### config.mk
export PLATFORM = sky130hd
export DESIGN_NAME = seq_mult_16
export DESIGN_NICKNAME = d
export VERILOG_FILES = /design/src/rtl/arith_pkg.sv /design/src/rtl/cla_16.sv /design/src/rtl/seq_mult_16.sv
export SDC_FILE = /design/constraint.sdc
export NUM_CORES = 1
export LEC_CHECK = 0
export BUFFER_PORTS_ARGS = -buffer_cell sky130_fd_sc_hd__buf_2
export CAP_MARGIN = 20
export CELL_PAD_IN_SITES_DETAIL_PLACEMENT = 0
export CELL_PAD_IN_SITES_GLOBAL_PLACEMENT = 1
export CORE_MARGIN = 3
export CORE_UTILIZATION = 30
export CTS_CLUSTER_DIAMETER = 100
export CTS_CLUSTER_SIZE = 28
export DETAILED_ROUTE_END_ITERATION = 10
export GPL_TIMING_DRIVEN = 1
export PLACE_DENSITY = 0.6
export SLEW_MARGIN = 40
export SYNTH_ARGS = -nofsm -noshare
export SYNTH_HDL_FRONTEND = slang
export SYNTH_SLANG_ARGS = --single-unit
### constraint.sdc
create_clock -name clk -period 5.5 [get_ports clk]
set_input_delay 0.55 -clock clk [delete_from_list [all_inputs] [get_ports clk]]
set_output_delay 0.55 -clock clk [all_outputs]
set_load 0.005 [all_outputs]
### src/rtl/arith_pkg.sv
// Shared widths and FSM encoding for the sequential multiplier and its adder.
package arith_pkg;
  localparam int WIDTH  = 16;
  localparam int PROD_W = 32;
  localparam int CNT_W  = 5;

  typedef enum logic [1:0] {
    ST_IDLE = 2'd0,
    ST_RUN  = 2'd1,
    ST_DONE = 2'd2
  } state_t;
endpackage

### src/rtl/cla_16.sv
// 16-bit carry-lookahead adder built from four 4-bit lookahead groups.
module cla_16 (
  input  logic [15:0] x,
  input  logic [15:0] y,
  input  logic        c0,
  output logic [15:0] s,
  output logic        c16
);
  logic [15:0] g;
  logic [15:0] p;
  logic [15:0] c;
  logic [3:0]  gg;
  logic [3:0]  gp;
  logic [4:0]  gc;

  assign g     = x & y;
  assign p     = x ^ y;
  assign gc[0] = c0;

  generate
    for (genvar gi = 0; gi < 4; gi++) begin : g_grp
      localparam int B = 4 * gi;
      assign c[B]   = gc[gi];
      assign c[B+1] = g[B] | (p[B] & gc[gi]);
      assign c[B+2] = g[B+1] | (p[B+1] & g[B]) | (p[B+1] & p[B] & gc[gi]);
      assign c[B+3] = g[B+2] | (p[B+2] & g[B+1]) | (p[B+2] & p[B+1] & g[B])
                    | (p[B+2] & p[B+1] & p[B] & gc[gi]);
      assign gg[gi] = g[B+3] | (p[B+3] & g[B+2]) | (p[B+3] & p[B+2] & g[B+1])
                    | (p[B+3] & p[B+2] & p[B+1] & g[B]);
      assign gp[gi] = &p[B+3:B];
      assign gc[gi+1] = gg[gi] | (gp[gi] & gc[gi]);
    end
  endgenerate

  assign s   = p ^ c;
  assign c16 = gc[4];
endmodule

### src/rtl/seq_mult_16.sv
// Sequential 16x16 unsigned shift-and-add multiplier with start/busy/done handshake.
// Define EARLY_TERM_EN to finish as soon as the remaining multiplier bits are all zero.
module seq_mult_16
  import arith_pkg::*;
(
  input  logic              clk,
  input  logic              rst,
  input  logic              start,
  input  logic [WIDTH-1:0]  a,
  input  logic [WIDTH-1:0]  b,
  output logic              busy,
  output logic              done,
  output logic [PROD_W-1:0] p
);
  state_t             state_q, state_d;
  logic [WIDTH-1:0]   mcand_q, mcand_d;
  logic [WIDTH:0]     acc_q, acc_d;
  logic [WIDTH-1:0]   mplr_q, mplr_d;
  logic [CNT_W-1:0]   cnt_q, cnt_d;
  logic [PROD_W-1:0]  p_q, p_d;
  logic               busy_q, busy_d;
  logic               done_q, done_d;

  logic [WIDTH-1:0]   add_s;
  logic               add_c16;
  logic [WIDTH:0]     sum17;
  logic [PROD_W:0]    shifted;
  logic               finish;
  logic [PROD_W-1:0]  p_fin;

  cla_16 u_cla (
    .x   (acc_q[WIDTH-1:0]),
    .y   (mcand_q),
    .c0  (1'b0),
    .s   (add_s),
    .c16 (add_c16)
  );

  // acc_q[16] is always zero after a shift, so acc_q equals {1'b0, acc_q[15:0]}.
  assign sum17   = mplr_q[0] ? {add_c16, add_s} : acc_q;
  assign shifted = {1'b0, sum17, mplr_q[WIDTH-1:1]};

`ifdef EARLY_TERM_EN
  logic [3:0]       rem_sh;
  logic [WIDTH-1:0] rem_mask;
  always_comb begin
    rem_sh   = 4'(WIDTH - 1) - cnt_q[3:0];
    rem_mask = (WIDTH'(1) << rem_sh) - WIDTH'(1);
    finish   = (cnt_q == CNT_W'(WIDTH - 1)) || ((shifted[WIDTH-1:0] & rem_mask) == '0);
    // Align the partial product as if the skipped iterations had shifted in zeros.
    p_fin    = PROD_W'(shifted >> rem_sh);
  end
`else
  assign finish = (cnt_q == CNT_W'(WIDTH - 1));
  assign p_fin  = shifted[PROD_W-1:0];
`endif

  always_comb begin
    state_d = state_q;
    mcand_d = mcand_q;
    acc_d   = acc_q;
    mplr_d  = mplr_q;
    cnt_d   = cnt_q;
    p_d     = p_q;
    busy_d  = busy_q;
    done_d  = 1'b0;
    case (state_q)
      ST_IDLE: begin
        if (start) begin
          mcand_d = a;
          acc_d   = '0;
          mplr_d  = b;
          cnt_d   = '0;
          busy_d  = 1'b1;
          state_d = ST_RUN;
        end
      end
      ST_RUN: begin
        acc_d  = shifted[PROD_W:WIDTH];
        mplr_d = shifted[WIDTH-1:0];
        cnt_d  = cnt_q + CNT_W'(1);
        if (finish) begin
          p_d     = p_fin;
          done_d  = 1'b1;
          state_d = ST_DONE;
        end
      end
      ST_DONE: begin
        busy_d  = 1'b0;
        state_d = ST_IDLE;
      end
      default: begin
        busy_d  = 1'b0;
        state_d = ST_IDLE;
      end
    endcase
  end

  always_ff @(posedge clk or posedge rst) begin
    if (rst) begin
      state_q <= ST_IDLE;
      mcand_q <= '0;
      acc_q   <= '0;
      mplr_q  <= '0;
      cnt_q   <= '0;
      p_q     <= '0;
      busy_q  <= 1'b0;
      done_q  <= 1'b0;
    end else begin
      state_q <= state_d;
      mcand_q <= mcand_d;
      acc_q   <= acc_d;
      mplr_q  <= mplr_d;
      cnt_q   <= cnt_d;
      p_q     <= p_d;
      busy_q  <= busy_d;
      done_q  <= done_d;
    end
  end

  assign busy = busy_q;
  assign done = done_q;
  assign p    = p_q;
endmodule

==> metrics.md <==
| Metric | Value |
|---|---|
| Layout area overhead | `18.6%` |
| CORE AREA | `13900 um2` |
| Max-slew headroom | `0.503` |
| DR vias/cell | `4.75` |
| Worst path arrival time | `2.81 ns` |
| # DRC | `0` |
| Fin crit period | `2.60 ns` |
| Post_cts resized | `0` |
| Post-Layout Cell Count | `703` |
| Slowest cell on crit path | `dfrtp_1` |
| Hold slack | `0.247 ns` |
| First-pass GRT wire length | `17200 um` |
| Critical path origin | `acc_q[1]` |
| Worst R2R Start | `acc_q[1]` |
| Placer Congestion | `0.817` |
| Worst Path Buf+Inv | `0` |
| Syn. warnings | `0` |
| Combinational Power Share | `0.392` |
| Ordered list of cells on the worst path | `ha_1 > a211o_1 > a21oi_4 > o21ai_2 > o2bb2ai_2 > nand2_1 > nand2_1 > fa_1 > xnor2_1 > nor2_1 > a21oi_1 > o21ai_0` |
| WL/cell | `14.8 um` |
| Final hold vios | `0` |
| Max incr delay on CP | `0.40 ns` |
| Type of origin of the critical path | `register` |
| Setup Fix Bufs, Post-CTS | `0` |
| FMAX | `384 MHz` |
| Die area | `15800 um2` |
| Row cnt | `43` |
| Top_reg_cell synth | `dfrtp_1` |
| Clk pwr share | `0.203` |
| Hold_buf cts | `0` |
| Fill count | `1445` |
| CTS Buf Count | `9` |
| Design area | `5080 um2` |
| Multi-input logic area | `1910 um2` |
| Die height | `126 um` |
| Seq/Total Area, Yosys | `0.520` |
| Via count | `3337` |
| P_int | `1840 uW` |
| CP dominant cell by count | `nand2_1` |
| Syn_area_per_cell | `9.29 um2` |
| P per Cell Area | `596 nW/um2` |
| Count of port buffers added during placement | `68` |
| Net Sw Frac | `0.392` |
| Worst hold path class | `in2async` |
| Placed cell area | `4790 um2` |
| Leak | `0.00253 uW` |
| CP max FO | `5` |
| Peak supply drop | `0.000165 V` |
| Post-DP HPWL | `7060 um` |
| Dpl ws | `2.89 ns` |
| Register bit count reported by yosys | `89` |
| Syn_nets | `518` |
| Status | `finished clean` |
| Nets | `575` |
| Final period utilization | `0.473` |
| Crit path capture type | `register` |
| Clock Skew | `0.0102 ns` |
| Worst-Margin Slew | `0.744 ns` |
| Cells after synthesis | `461` |
| Sequential Power Share | `0.405` |
| Pin count of the biggest net entering global routing | `59` |
| Die W | `126 um` |
| Total gr overflow | `0` |
| Final worst slack | `2.90 ns` |
| Library cells used by synthesis | `44` |
| Final antenna-violating net count | `0` |
| Clock Tree Buf Depth | `2` |
| Final Routed Wirelength | `10400 um` |
| Slew Viols, Final | `0` |
| Vias in the first global route | `3395` |
| H-tree Lvls | `3` |
| Cell area after synthesis | `4280 um2` |
| DR iter-0 viols | `160` |
| Starting Density | `0.307` |
| Clock-pin slew on the worst setup and hold paths | `0.07 ns` |
| DR pass1 iterations | `4` |
| Max cap viols | `0` |
| TNS Setup | `0 ns` |
| Gr usage total | `0.135` |
| Antenna violations before repair | `0` |
| Switch Pwr | `1190 uW` |
| RSZ-0062 raised after global routing | `false` |
| Root Buffer | `clkbuf_16` |
| Layout cell share with drive strength beyond 1 | `0.184` |
| N_diodes | `0` |
| Critical path class | `reg2reg` |
| CTS Sinks | `89` |
| CP Data Required Time | `5.71 ns` |
| Clock Latency Late Sink | `0.34 ns` |
| Placed insts | `687` |
| Family with the most delay on the worst path | `compound AO/OA/AOI/OAI gates` |
| Ports | `69` |
| Finish-stage setup viols | `0` |
| Post-synth EDFFs | `0` |
| CTS tree | `done` |
| Register area | `2230 um2` |
| Async S/R FF share, synth | `1.00` |
[synthesized netlist by cell type, types with 2 or more instances]
| cell | n | area, um2 |
|---|---|---|
| nand2_1 | 142 | 533 |
| dfrtp_1 | 89 | 2230 |
| o21ai_0 | 59 | 295 |
| a21oi_1 | 27 | 135 |
| clkbuf_1 | 21 | 78.8 |
| ha_1 | 18 | 225 |
| and3b_1 | 15 | 131 |
| inv_1 | 14 | 52.6 |
| nor2_1 | 9 | 33.8 |
| mux2i_1 | 7 | 70.1 |
| xnor2_1 | 6 | 52.6 |
| a32oi_1 | 4 | 35.0 |
| fa_1 | 4 | 80.1 |
| a21o_1 | 3 | 22.5 |
| and3_1 | 3 | 18.8 |
| buf_2 | 3 | 15.0 |
| nand3_1 | 3 | 15.0 |
| xor2_1 | 3 | 26.3 |
| and2_1 | 2 | 12.5 |
| nand2b_1 | 2 | 12.5 |
| nor2b_1 | 2 | 12.5 |
| o21ai_1 | 2 | 10.0 |
| o21bai_1 | 2 | 15.0 |
[metrics by stage]
step                utilization  total power, uW
finish                    0.365             3030
global route              0.365             3330
CTS                       0.365             3080
detailed placement        0.343             2450
global placement          0.343             2420
floorplan                     -             2040
[final timing paths]
check | endpoint | slack [ns] | cells after the start
worst max-delay path | p[28] | 2.90 | 12
worst min-delay path | p[15] | 0.25 | 2
worst max register to register | p[28] | 2.90 | 12
worst min register to register | p[6] | 0.47 | 2
max in group asynchronous | p[14] | 4.43 | 3
min in group clk | mcand_q[15] | 0.39 | 3
[logic make-up after synthesis]
kind of cell	Yosys count	share of synthesized area
AO/OA/AOI/OAI	111	0.150
XOR/XNOR	9	0.0184
adder cells (fa/ha/maj)	22	0.0713
buffers and inverters	40	0.0359
flip-flops	89	0.520
multiplexers	8	0.0190
AND/OR/NAND/NOR	182	0.185
[layout by cell type, fill, tap and decap left out, drive strengths merged, types with 2 or more instances in the layout]
cell type  synthesis  final
a211oi             2      2
a21o               3      3
a21oi             28     28
a32oi              4      4
and2               2      2
and3               3      3
and3b             15     15
buf                4     71
clkbuf            21      9
clkinv             1      5
clkinvlp           0      3
dfrtp             89     89
fa                 4      4
ha                18     18
inv               14     13
mux2i              7      7
nand2            142    142
nand2b             2      2
nand3              3      3
nor2               9      9
nor2b              2      2
o21ai             62     62
o21bai             2      2
xnor2              6      6
xor2               3      3
[per-layer routing]
| layer | global-route usage | vias to the layer above | routed length (um) |
|---|---|---|---|
| li1 | - | 1668 | - |
| met1 | 0.179 | 1598 | 4820 |
| met3 | 0.0231 | 13 | 440 |
| met2 | 0.220 | 58 | 4970 |
| met4 | 0.0561 | 0 | 174 |
| met5 | 0 | - | 0 |
[layout make-up]
class | instances | area share
Inverter | 15 | 0.0121
Sequential cell | 89 | 0.439
Clock inverter | 7 | 0.0140
Tap cell | 180 | 0.0443
Clock buffer | 9 | 0.0443
Multi-Input combinational cell | 332 | 0.375
Timing Repair Buffer | 71 | 0.0714
[registers in the layout, indices dropped and copies added, names as in the netlist]
name / count
busy: 1
done: 1
cnt_q: 5
mplr_q: 16
state_q: 2
mcand_q: 16
acc_q: 16
p: 32
[power by group through the flow]
stage	Clock, uW	Combinational (uW)	Sequential [uW]
after floorplan	0	907	1130
after global placement	0	1190	1230
after detailed placement	0	1210	1240
after CTS	636	1210	1230
after global routing	658	1400	1270
final	616	1190	1220
[worst reg2reg max path: stages, from the launching register on]
cell and delay (ns):
dfrtp_1 0.40, ha_1 0.30, a211o_1 0.34, a21oi_4 0.16
o21ai_2 0.11, o2bb2ai_2 0.17, nand2_1 0.08, nand2_1 0.06
fa_1 0.38, xnor2_1 0.16, nor2_1 0.05, a21oi_1 0.14
o21ai_0 0.11
Note: power is estimated with default switching activity, not from simulation.
